**src/rtl/dac_sin_spi_tx.sv**
```systemverilog
// dac_sin_spi_tx
// Rebuilds an offset-binary DAC code from sign + magnitude on each ce strobe and
// ships it to a 12-bit SPI DAC as a 16-bit frame {CTRL, code}, MSB first.
// A frame is LOAD (DIV) + 16 bits x (2*DIV) + HOLD (DIV) = 34*DIV clk cycles.
// Samples that arrive while a frame is in flight are dropped and flagged in ovf.
// frm_co marks the end of a frame whose sample carried the period-start flag.
module dac_sin_spi_tx #(
   parameter int         SH   = 2048,
   parameter int         DIV  = 2,
   parameter logic [3:0] CTRL = 4'b0011
) (
   input  logic        clk,
   input  logic        rst_n,
   input  logic        ce,
   input  logic        S,
   input  logic [11:0] Mmod_SIN,
   input  logic        CO_SIN,
   output logic        SCLK,
   output logic        CS_n,
   output logic        SDO,
   output logic        busy,
   output logic [11:0] code,
   output logic        ovf,
   output logic        frm_co
);

   localparam int              DW       = (DIV > 1) ? $clog2(DIV) : 1;
   localparam logic [DW-1:0]   DIV_LAST = DW'(DIV - 1);
   localparam logic [11:0]     SH_CODE  = 12'(SH);
   // One bit wider than a bare 13-bit sum so SH + 4095 cannot wrap before saturation.
   localparam logic signed [13:0] SH_S  = 14'(SH);

   typedef enum logic [1:0] {IDLE, LOAD, SHIFT, HOLD} state_t;

   state_t         state_reg,   state_next;
   logic [DW-1:0]  div_cnt_reg, div_cnt_next;
   logic [3:0]     bit_cnt_reg, bit_cnt_next;
   logic           sclk_hi_reg, sclk_hi_next;
   logic [15:0]    shreg_reg,   shreg_next;
   logic           co_flag_reg, co_flag_next;
   logic [11:0]    code_reg,    code_next;
   logic           sclk_reg,    sclk_next;
   logic           cs_n_reg,    cs_n_next;
   logic           sdo_reg,     sdo_next;
   logic           busy_reg,    busy_next;
   logic           ovf_reg,     ovf_next;
   logic           frm_co_reg,  frm_co_next;

   logic signed [13:0] mag_s;
   logic signed [13:0] sum;
   logic [11:0]        code_sat;

   // Signed reconstruction around mid-scale with clamp to the 12-bit DAC range
   always_comb begin
      mag_s = signed'({2'b00, Mmod_SIN});
      sum   = S ? (SH_S + mag_s) : (SH_S - mag_s);
      if (sum < 14'sd0)
         code_sat = 12'd0;
      else if (sum > 14'sd4095)
         code_sat = 12'hFFF;
      else
         code_sat = sum[11:0];
   end

   // Next-state and next-output logic; every output is registered from these
   always_comb begin
      state_next   = state_reg;
      div_cnt_next = div_cnt_reg;
      bit_cnt_next = bit_cnt_reg;
      sclk_hi_next = sclk_hi_reg;
      shreg_next   = shreg_reg;
      co_flag_next = co_flag_reg;
      code_next    = code_reg;
      sclk_next    = sclk_reg;
      cs_n_next    = cs_n_reg;
      sdo_next     = sdo_reg;
      busy_next    = busy_reg;
      ovf_next     = ovf_reg | (ce && (state_reg != IDLE));
      frm_co_next  = 1'b0;

      case (state_reg)
         IDLE: begin
            if (ce) begin
               state_next   = LOAD;
               div_cnt_next = '0;
               code_next    = code_sat;
               shreg_next   = {CTRL, code_sat};
               co_flag_next = CO_SIN;
               cs_n_next    = 1'b0;
               sclk_next    = 1'b0;
               sdo_next     = CTRL[3];
               busy_next    = 1'b1;
            end
         end
         LOAD: begin
            if (div_cnt_reg == DIV_LAST) begin
               state_next   = SHIFT;
               div_cnt_next = '0;
               bit_cnt_next = 4'd15;
               sclk_hi_next = 1'b0;
            end else begin
               div_cnt_next = div_cnt_reg + DW'(1);
            end
         end
         SHIFT: begin
            if (div_cnt_reg != DIV_LAST) begin
               div_cnt_next = div_cnt_reg + DW'(1);
            end else begin
               div_cnt_next = '0;
               if (!sclk_hi_reg) begin
                  sclk_hi_next = 1'b1;
                  sclk_next    = 1'b1;
               end else if (bit_cnt_reg == 4'd0) begin
                  state_next   = HOLD;
                  sclk_hi_next = 1'b0;
                  sclk_next    = 1'b0;
                  cs_n_next    = 1'b1;
                  sdo_next     = 1'b0;
               end else begin
                  // Falling SCLK: present the next bit in the same cycle
                  bit_cnt_next = bit_cnt_reg - 4'd1;
                  shreg_next   = {shreg_reg[14:0], 1'b0};
                  sdo_next     = shreg_reg[14];
                  sclk_hi_next = 1'b0;
                  sclk_next    = 1'b0;
               end
            end
         end
         HOLD: begin
            if (div_cnt_reg == DIV_LAST) begin
               state_next   = IDLE;
               div_cnt_next = '0;
               busy_next    = 1'b0;
            end else begin
               div_cnt_next = div_cnt_reg + DW'(1);
            end
         end
         default: begin
            state_next = IDLE;
         end
      endcase

      // Pulse lines up with the final HOLD cycle
      if ((state_next == HOLD) && (div_cnt_next == DIV_LAST))
         frm_co_next = co_flag_reg;
   end

   // State, datapath and output registers; reset aborts any frame immediately
   always_ff @(posedge clk or negedge rst_n) begin
      if (!rst_n) begin
         state_reg   <= IDLE;
         div_cnt_reg <= '0;
         bit_cnt_reg <= '0;
         sclk_hi_reg <= 1'b0;
         shreg_reg   <= '0;
         co_flag_reg <= 1'b0;
         code_reg    <= SH_CODE;
         sclk_reg    <= 1'b0;
         cs_n_reg    <= 1'b1;
         sdo_reg     <= 1'b0;
         busy_reg    <= 1'b0;
         ovf_reg     <= 1'b0;
         frm_co_reg  <= 1'b0;
      end else begin
         state_reg   <= state_next;
         div_cnt_reg <= div_cnt_next;
         bit_cnt_reg <= bit_cnt_next;
         sclk_hi_reg <= sclk_hi_next;
         shreg_reg   <= shreg_next;
         co_flag_reg <= co_flag_next;
         code_reg    <= code_next;
         sclk_reg    <= sclk_next;
         cs_n_reg    <= cs_n_next;
         sdo_reg     <= sdo_next;
         busy_reg    <= busy_next;
         ovf_reg     <= ovf_next;
         frm_co_reg  <= frm_co_next;
      end
   end

   assign SCLK   = sclk_reg;
   assign CS_n   = cs_n_reg;
   assign SDO    = sdo_reg;
   assign busy   = busy_reg;
   assign code   = code_reg;
   assign ovf    = ovf_reg;
   assign frm_co = frm_co_reg;

endmodule

```
**config.mk**
```make
export PLATFORM = sky130hd
export DESIGN_NAME = dac_sin_spi_tx
export DESIGN_NICKNAME = d
export VERILOG_FILES = /design/src/rtl/dac_sin_spi_tx.sv
export SDC_FILE = /design/constraint.sdc
export NUM_CORES = 1
export LEC_CHECK = 0
export BUFFER_PORTS_ARGS = -buffer_cell sky130_fd_sc_hd__buf_2
export CELL_PAD_IN_SITES_DETAIL_PLACEMENT = 1
export CELL_PAD_IN_SITES_GLOBAL_PLACEMENT = 2
export CORE_AREA = 2 2 84 86
export CTS_CLUSTER_SIZE = 30
export DETAILED_ROUTE_END_ITERATION = 6
export DIE_AREA = 0 0 86 88
export PLACE_DENSITY = 0.76
export SYNTH_ARGS = -nofsm -noshare
export SYNTH_HDL_FRONTEND = slang
export SYNTH_SLANG_ARGS = --single-unit
```
**constraint.sdc**
```tcl
create_clock -name clk -period 2.26 [get_ports clk]
set_clock_uncertainty 0.15 [all_clocks]
set_input_delay 0 -clock clk [delete_from_list [all_inputs] [get_ports clk]]
set_output_delay 0 -clock clk [all_outputs]
set_load 0.005 [all_outputs]
```
# Word level (Yosys, flattened, before mapping)
# Index checks and enable logic that the tools add are counted.
# totals
in_bits,17
latch_bits,0
rom_bits,0
wordCells,88
out_inout_bits,18
register_bits,42
mem_bits_rw,0
memories,0
# op_classes
reduce_logical,17
n_eq_ne,11
n_mux,40
mul,0
n_div,0
n_bitwise,1
n_shift,0
n_lt_le_gt_ge,2
addsub,4
# ops
operator,n
$mux 15,4
$pmux 15 s2,1
$mux 12,2
$mux 4,4
$reduce_and 5->1,3
$gt 14x13->1 const B,1
$lt 14x1->1 const B,1
$mux 1,14
$mux 14,1
$ne 2x2->1 const B,7
$add 12x12->13 const A,1
$sub 12x12->13 const A,1
$mux 2,6
$pmux 1 s2,6
$reduce_and 3->1,3
$pmux 2 s4,1
$pmux 4 s2,1
$reduce_bool 2->1,4
$eq 2x2->1 const B,3
$logic_not 4->1,1
$reduce_and 4->1,1
$sub 4x1->4 const B,1
$reduce_or 3->1,1
$eq 2x1->1 const B,1
other kinds (5),6

# Longest topological paths before layout
# Gate-level depths: netlist (run 1).
# depth
ltp_word,8
mapped_depth,8
mapped_depth_nobuf,7

# Worst setup path after synthesis (run 1)
# OpenSTA, ideal clock, no wires.
# synth_path
path_type,reg2reg
start,register bit_cnt_reg[0]
end,register shreg_reg[2]
period_less_slack_ns,1.968
slack_ns,0.292
arrival_time_ns,1.732
n_path_buf,1
setup_time_ns,0.086
required_time_ns,2.024
path_stages_with_launch,8
path_cell_list,dfrtp_1 > inv_1 > ha_1 > nor3b_2 > a221oi_2 > clkbuf_1 > nor2_1 > nor3_1
# synth_via
elab_chain_len,3
# synth_rtl
item,line,source
start: declaration,37,"logic [3:0] bit_cnt_reg, bit_cnt_next;"
start signal: assignment,167,bit_cnt_reg <= bit_cnt_next;
$logic_not 4->1,113,end else if (bit_cnt_reg == 4'd0) begin
$ne 2x2->1 (no source line),n/a,
$reduce_and 5->1 (no source line),n/a,
end signal: assignment,169,shreg_reg <= shreg_next;
end: declaration,39,"logic [15:0] shreg_reg, shreg_next;"
# No other way between the ends.
# A chain may end at the register's enable or synchronous reset.

# Worst setup path after layout (run 1)
# Same ends and word-level chain as after synthesis.

==> results of run 1 <==
==> final timing paths <==
kind	cells after the start	to	slack (ns)	start
max in group asynchronous	3	code[11]	1.20	rst_n
worst max-delay path	7	shreg_reg[2]	0.21	bit_cnt_reg[0]
worst max register to register	7	shreg_reg[2]	0.21	bit_cnt_reg[0]
min in group clk	4	shreg_reg[0]	0.04	Mmod_SIN[0]
worst min-delay path	2	ovf	0.04	rst_n
worst min register to register	1	ovf	0.32	ovf
==> stage by stage <==
step	setup slack (ns)	hold WS, ns	cells
after floorplan	0.292	-0.446	247
after global placement	0.150	-0.156	362
after detailed placement	0.0463	-0.152	362
after CTS	0.0236	0.0356	376
after global routing	0.0478	0.0512	376
final	0.211	0.0402	376
==> metal layers <==
layer | up-vias | GRT usage, %
met5 | - | 0
met4 | 0 | 4.76
met3 | 6 | 4.05
met2 | 32 | 29.0
met1 | 999 | 24.4
li1 | 990 | -
==> where the power goes <==
part,switching (mW),leakage [nW],internal [mW],total [mW]
combinational,0.0750,0.764,0.0439,0.119
clock,0.271,0.0514,0.330,0.601
sequential,0.00125,0.547,0.753,0.754
total,0.347,1.36,1.13,1.47
==> layout make-up <==
| cell class | count | share of cell area [%] |
|---|---|---|
| Inverter | 10 | 1.37 |
| Multi-Input combinational cell | 183 | 40.5 |
| Clock buffer | 6 | 2.65 |
| Tap cell | 80 | 3.65 |
| Clock inverter | 2 | 1.37 |
| Timing Repair Buffer | 53 | 12.0 |
| Sequential cell | 42 | 38.5 |
==> synthesized netlist by cell type, types with 4 or more instances <==
| cell type | n |
|---|---|
| a21o_1 | 7 |
| a21oi_1 | 12 |
| a31oi_1 | 9 |
| a41oi_1 | 5 |
| and3_1 | 4 |
| clkbuf_1 | 8 |
| dfrtp_1 | 40 |
| inv_1 | 10 |
| mux2i_1 | 4 |
| nand2_1 | 28 |
| nand2b_1 | 6 |
| nand3_1 | 5 |
| nor2_1 | 23 |
| nor3_1 | 11 |
| o21a_1 | 5 |
| o21ai_0 | 22 |
==> logic make-up (layout without fill, tap and decap cells) <==
logic type      Yosys count  count (layout)  share of synthesized area, %
fa+ha+maj                 2               2                          1.12
simple gates             95              95                          21.3
xor+xnor                  2               2                         0.787
compound gates           80              80                          23.9
mux                       4               4                          1.80
buf+inv                  22              71                          3.77
flops                    42              42                          47.3
==> repair_timing <==
| action | CTS | global route |
|---|---|---|
| setup endpoints to repair | 0 | 5 |
| hold endpoints to repair | 50 | 0 |
| gates resized for setup | 0 | 3 |
| hold buffers | 6 | 0 |
==> results.ini, run 1 <==
[synth]
netlist_top_cells_area = dfrtp_1 (45%), o21ai_0 (4.9%), nand2_1 (4.7%)
synth_edf_count = 0
yosys_warnings = 0
async_flop_share_pct = 100
syn_area_um2 = 2230
synthCells = 247
syn-num-nets = 266
synth_top_area_cell = dfrtp_1
synth_top_area_share_pct = 45.0
syn_avg_cell_area_um2 = 9.01
ys.flop_type = dfrtp_1
synth_cell_type_count = 46
yosysSeqAreaShare_pct = 47.3
synth-seq-cells = 42

[sta]
final_hold_viol_count = 0
fmax_mhz = 488
rsz0062_at_grt = false
final.setup.tns_ns = 0
finalMaxSlewViolations = 0
slew_headroom_pct = 68.0
setup_viol = 0
min_period_ns = 2.05
worst_slew_pin_slew_ns = 0.480
fin_crit_sh_pct = 90.7

[placement]
io_buffers = 34
place.gp.congestion = 0.785
postPlaceCellArea_um2 = 2550
dpl.hpwl_mm = 4.48

[power]
power_leakage_nw = 1.36
p_total_mw = 1.47
ir_worst_vdd_v = 0.000223
p_per_area_nw_per_um2 = 538

[clock_network]
path_clk_slew_ns = 0.08
htreeDepth = 2
numClockSinks = 42
clk_latency_ns = 0.30
root_buffer = clkbuf_8
cts_tree = built
numCtsBuffers = 5
cts_buffer_depth = 2
post-cts-setup-buffers = 0

[route]
vias = 2027
vias_per_cell = 5.39
wl_per_cell_um = 16.3
wl_met1_mm = 2.95
drt_wl_total_mm = 6.13
ant_nets = 0
drt_iter0_markers = 81
met2_length_mm = 2.91
top_layer = met4
dr_wl_met3_um = 203
first_pass_iters = 4
drc = 0

[floorplan]
core_um2 = 6640
io_pins = 35
die_w_um = 86
rows = 30
die-area_um2 = 7570
start_util_pct = 33.5
die_h_um = 88

[final_layout]
layout_commonest_cell = dfrtp_1
regArea_um2 = 1050
final_cell_mix = dfrtp_1 (40), buf_2 (34), nand2_1 (28)
diodes = 0
final_area_um2 = 2740
final_nets = 314
multi_input_area_um2 = 1110
area_delta_synth_final_pct = 23.0
largest_reg_flops = 15
fillCellCount = 790
drive_above_1_share_pct = 20.6
post-route-util_pct = 41.2

[setup_path]
worstSetupStartpointType = register
crit_arrival_ns = 2.12
worstSetupPathType = register to register
cp_top_family = compound AO/OA/AOI/OAI gates
required_ns = 2.33
slowest_delay_ns = 0.47
crit_chain = inv_1 -> ha_1 -> nor3b_4 -> a221oi_4 -> buf_4 -> nor2_1 -> nor3_1
path_buf_inv = 2
crit_path_top_delay_cell = a221oi_4
cp-end-kind = register
cp_max_fo = 10

[hold_path]
min_path_type = input pin to async pin

[flow_run]
maxCapViolCount = 0

[global_routing]
grt.total_usage_pct = 18.0
antenna_found_initial = 0
grt_pass1_vias = 2056
grt_max_degree = 23
grt_pass1_wl_mm = 10.5
gr-total-overflow = 0

[outcome]
status = complete, no violations

Power figures use the tool's default switching activity.
==> inputs of run 2 (changes only) <==
- CELL_PAD_IN_SITES_DETAIL_PLACEMENT: 1 -> unset
- CELL_PAD_IN_SITES_GLOBAL_PLACEMENT: 2 -> unset
- CORE_AREA: 2 2 84 86 -> 2 2 74 76
- DIE_AREA: 0 0 86 88 -> 0 0 76 78
- GPL_ROUTABILITY_DRIVEN: unset -> 0
- PLACE_DENSITY: 0.76 -> 0.63
==> run 2 against run 1 <==
Compared with the run above:
- combinational power is 4% lower
- hold slack worse by 0.031 ns
- first-iteration DRC count is 23% higher
- maximum frequency is 0.41% higher
- die area is 22% lower
- critical path type is now input pin to register
==> results.ini, run 2 (synthesis gave the netlist of run 1 again) <==
[global_routing]
antenna_found_initial = 0
grt_pass1_wl_mm = 9.00
grt.total_usage_pct = 18.7
grt_max_degree = 43
grt_pass1_vias = 1886
gr-total-overflow = 0

[power]
p_per_area_nw_per_um2 = 500
power_leakage_nw = 1.35
ir_worst_vdd_v = 0.000463

[sta]
finalMaxSlewViolations = 0
fmax_mhz = 490
setup_viol = 0
worst_slew_pin_slew_ns = 0.947
rsz0062_at_grt = false
min_period_ns = 2.04
final.setup.tns_ns = 0
final_hold_viol_count = 0
fin_crit_sh_pct = 90.3
slew_headroom_pct = 36.9

[setup_path]
crit_chain = dlygate4sd3_1 -> buf_2 -> or4_4 -> or4_1 -> a31oi_1 -> and3b_1 -> a221o_1
cp_top_family = simple AND/OR/NAND/NOR gates
crit_arrival_ns = 2.13
worstSetupPathType = input pin to register
cp_max_fo = 5
required_ns = 2.35
cp-end-kind = register
slowest_delay_ns = 0.54
worstSetupStartpointType = input pin
path_buf_inv = 2
crit_path_top_delay_cell = dlygate4sd3_1

[route]
drt_iter0_markers = 100
drt_wl_total_mm = 5.19
vias = 2014
vias_per_cell = 5.53
wl_per_cell_um = 14.3
ant_nets = 0
first_pass_iters = 4
drc = 0

[final_layout]
layout_commonest_cell = dfrtp_1
fillCellCount = 471
diodes = 0
area_delta_synth_final_pct = 20.5
final_area_um2 = 2680
final_nets = 312
drive_above_1_share_pct = 20.1
largest_reg_flops = 15
final_cell_mix = dfrtp_1 (40), buf_2 (34), nand2_1 (28)
stdcell_count = 364

[clock_network]
numCtsBuffers = 5
cts_buffer_depth = 2
root_buffer = clkbuf_8
cts_tree = built
numClockSinks = 42
path_clk_slew_ns = 0.08
htreeDepth = 2
clk_latency_ns = 0.29

[floorplan]
die_w_um = 76
io_pins = 35
rows = 26
die-area_um2 = 5930
start_util_pct = 44.1
core_um2 = 5040
die_h_um = 78

[placement]
postPlaceCellArea_um2 = 2540
place_inst = 351
dpl.hpwl_mm = 3.73
io_buffers = 34

[flow_run]
maxCapViolCount = 0

[outcome]
status = complete, no violations

[hold_path]
min_path_type = input pin to register

[run 2: final timing paths]
kind	start	endpoint	slack, ns	depth (start not counted)
worst max-delay path	Mmod_SIN[5]	shreg_reg[9]	0.22	7
worst min-delay path	Mmod_SIN[7]	code[7]	0.009	4
worst max register to register	bit_cnt_reg[0]	bit_cnt_reg[2]	0.26	7
worst min register to register	ovf	ovf	0.32	1
max in group asynchronous	rst_n	code[0]	1.14	2
min in group asynchronous	rst_n	state_reg[1]	0.24	2
[run 2: area by class of cell]
cell class	count	area [um2]	share of cell area, %
Timing Repair Buffer	51	323	12.0
Clock buffer	6	72.6	2.71
Clock inverter	2	13.8	0.513
Multi-Input combinational cell	183	1090	40.8
Inverter	10	37.5	1.40
Tap cell	70	87.6	3.26
Sequential cell	42	1050	39.3
[run 2: worst reg2reg max path, stage by stage (launching register included)]
cell	delay (ns)
dfrtp_1	0.42
inv_1	0.07
ha_1	0.19
nor3b_4	0.34
nor2_1	0.12
and2_1	0.25
a211oi_1	0.27
a31oi_1	0.07
[run 2: stage by stage]
step / hold slack [ns] / power [mW] / worst slack (ns) / util [%]
finish: 0.00913 / 1.34 / 0.220 / 53.2
global route: 0.0560 / 1.41 / 0.0522 / 53.2
CTS: 0.00576 / 1.36 / 0.136 / 53.1
detailed placement: 0.0451 / 0.875 / 0.152 / 50.4
global placement: 0.0408 / 0.875 / 0.215 / 50.4
floorplan: -0.446 / 0.818 / 0.292 / -
[run 2: per-layer routing]
metal	part of all wire, %	routed length, um	global-route usage, %	vias to the layer above
met1	47	2440	25.9	964
met3	4.6	241	3.60	6
met5	0	0	0	-
met2	47	2440	30.0	53
met4	1.2	62	5.27	0
li1	-	-	-	991
[run 2: timing repair]
item / CTS / global route
hold buffers: 5 / 0
setup buffers: 0 / 0
endpoints found under the hold margin: 48 / 0
endpoints found under the setup margin: 0 / 6
gates resized for setup: 0 / 1
[run 2: where the power goes]
part | switching, mW | internal, mW
sequential | 0.00118 | 0.753
combinational | 0.0723 | 0.0415
clock | 0.256 | 0.218
==> inputs of run 3 (changes only) <==
- CORE_AREA: 2 2 74 76 -> 2 2 67 69
- DIE_AREA: 0 0 76 78 -> 0 0 69 71
- PLACE_DENSITY: 0.63 -> 0.75
==> run 3 against run 2 <==
Compared with the run above:
- maximum frequency fell by 0.97%
- utilization rose by 10 points
- largest power group unchanged
- critical path type is now register to register
- largest cell class unchanged
- die area fell by 17%
- power rose by 10%
- critical path depth did not move
- routed wire length barely moved
==> results.ini, run 3 (synthesis gave the netlist of run 1 again) <==
[clock_network]
htreeDepth = 2
clk_latency_ns = 0.30
cts_buffer_depth = 2
post-cts-setup-buffers = 0
numClockSinks = 42
numCtsBuffers = 5
root_buffer = clkbuf_8
cts_tree = built
path_clk_slew_ns = 0.08

[floorplan]
start_util_pct = 52.9
core_um2 = 4200
die-area_um2 = 4900
io_pins = 35
die_h_um = 71
rows = 24
die_w_um = 69

[route]
drt_iter0_markers = 91
drc = 0
ant_nets = 0
vias_per_cell = 5.83
vias = 2001
drt_wl_total_mm = 5.18
first_pass_iters = 4
wl_per_cell_um = 15.1

[setup_path]
crit_chain = inv_1 -> ha_1 -> nor3b_4 -> a221oi_2 -> buf_12 -> and3_1 -> a211o_1
crit_arrival_ns = 2.09
required_ns = 2.29
worstSetupStartpointType = register
reg2reg_from = bit_cnt_reg[0]
cp_max_fo = 17
slowest_delay_ns = 0.43
cp-end-kind = register
worstSetupPathType = register to register
crit_path_top_delay_cell = dfrtp_1
r2r_cells = 7
r2r_slack_ns = 0.20
r2r_end = shreg_reg[3]

[hold_path]
hp-start = Mmod_SIN[5]
min_path_type = input pin to register
hold_path_depth = 5
hold_end = shreg_reg[5]

[sta]
fin_crit_sh_pct = 91.2
setup_viol = 0
setup_ws_ns = 0.200
worst_slew_pin_slew_ns = 0.930
rsz0062_at_grt = false
min_period_ns = 2.06
slew_headroom_pct = 38.0
final_hold_viol_count = 0
fmax_mhz = 485
final.setup.tns_ns = 0
finalMaxSlewViolations = 0
hold_ws_ns = 0.00419

[placement]
place_inst = 331
dpl.hpwl_mm = 3.75
io_buffers = 34
pre_cts_slack_ns = 0.120

[final_layout]
area_delta_synth_final_pct = 19.7
layout_commonest_cell = dfrtp_1
final_nets = 309
final_cell_mix = dfrtp_1 (40), buf_2 (34), nand2_1 (28)
stdcell_count = 343
diodes = 0
fillCellCount = 394
post-route-util_pct = 63.4
drive_above_1_share_pct = 19.6
largest_reg_flops = 15

[power]
power_leakage_nw = 1.35
ir_worst_vdd_v = 0.000264
p_per_area_nw_per_um2 = 555

[global_routing]
grt_max_degree = 43
grt_pass1_wl_mm = 8.99
gr-total-overflow = 0
grt.total_usage_pct = 22.7
antenna_found_initial = 0
grt_pass1_vias = 1906

[outcome]
status = complete, no violations

[flow_run]
maxCapViolCount = 0

## run 3: cell types whose count changed in the layout (fill, tap and decap cells not counted), sizes merged
cell	change
buf	-2
bufinv	+1
clkbuf	+1
clkinv	-2
dlygate4sd3	-1
## run 3: critical path: cells and delay by family, from the launching register on
| family | cells | cell delay [ns] |
|---|---|---|
| and+or+nand+nor | 2 | 0.54 |
| DFF | 1 | 0.43 |
| adders and majority gates | 1 | 0.19 |
| buffers and inverters | 2 | 0.24 |
| AOI/OAI and AO/OA | 2 | 0.38 |
## run 3: timing repair
| item | CTS | global route |
|---|---|---|
| hold buffers | 4 | 0 |
| setup endpoints to repair | 0 | 4 |
| endpoints found under the hold margin | 46 | 0 |
| resized for setup | 0 | 1 |
## run 3: routing by layer
layer	wire length [um]	vias up	part of all wire (%)	GRT usage (%)
met3	265	8	5.1	3.85
met5	0	-	0	0
met1	2270	956	44	30.1
li1	-	985	-	-
met4	85	0	1.6	8.50
met2	2560	52	49	37.7
## run 3: worst max path at each step
stage                   start  cells after the start           end  slack (ns)
2_1_floorplan  bit_cnt_reg[0]                      7  shreg_reg[2]        0.29
5_1_grt        bit_cnt_reg[0]                      7  shreg_reg[3]        0.08
6_report       bit_cnt_reg[0]                      7  shreg_reg[3]        0.20
3_5_place_dp   bit_cnt_reg[0]                      7  shreg_reg[3]        0.12
4_1_cts        bit_cnt_reg[0]                      7  shreg_reg[3]        0.10
3_3_place_gp   bit_cnt_reg[0]                      7  shreg_reg[3]        0.27
## run 3: area by class of cell
cell class / instances / area [um2] / area share, %
Tap cell: 52 / 65.1 / 2.44
Timing Repair Buffer: 48 / 298 / 11.2
Sequential cell: 42 / 1050 / 39.5
Clock buffer: 7 / 86.3 / 3.24
Inverter: 10 / 37.5 / 1.41
Clock inverter: 1 / 30.0 / 1.13
Multi-Input combinational cell: 183 / 1090 / 41.1
## run 3: power breakdown
part	switching, mW	internal (mW)
clock network	0.254	0.360
registers	0.00112	0.753
logic	0.0699	0.0403
## run 3: metrics by stage
stage               instance area [um2]  total power, mW
finish                             2670             1.48
global route                       2670             1.54
CTS                                2660             1.49
detailed placement                 2500            0.874
global placement                   2500            0.873
floorplan                          2230            0.818
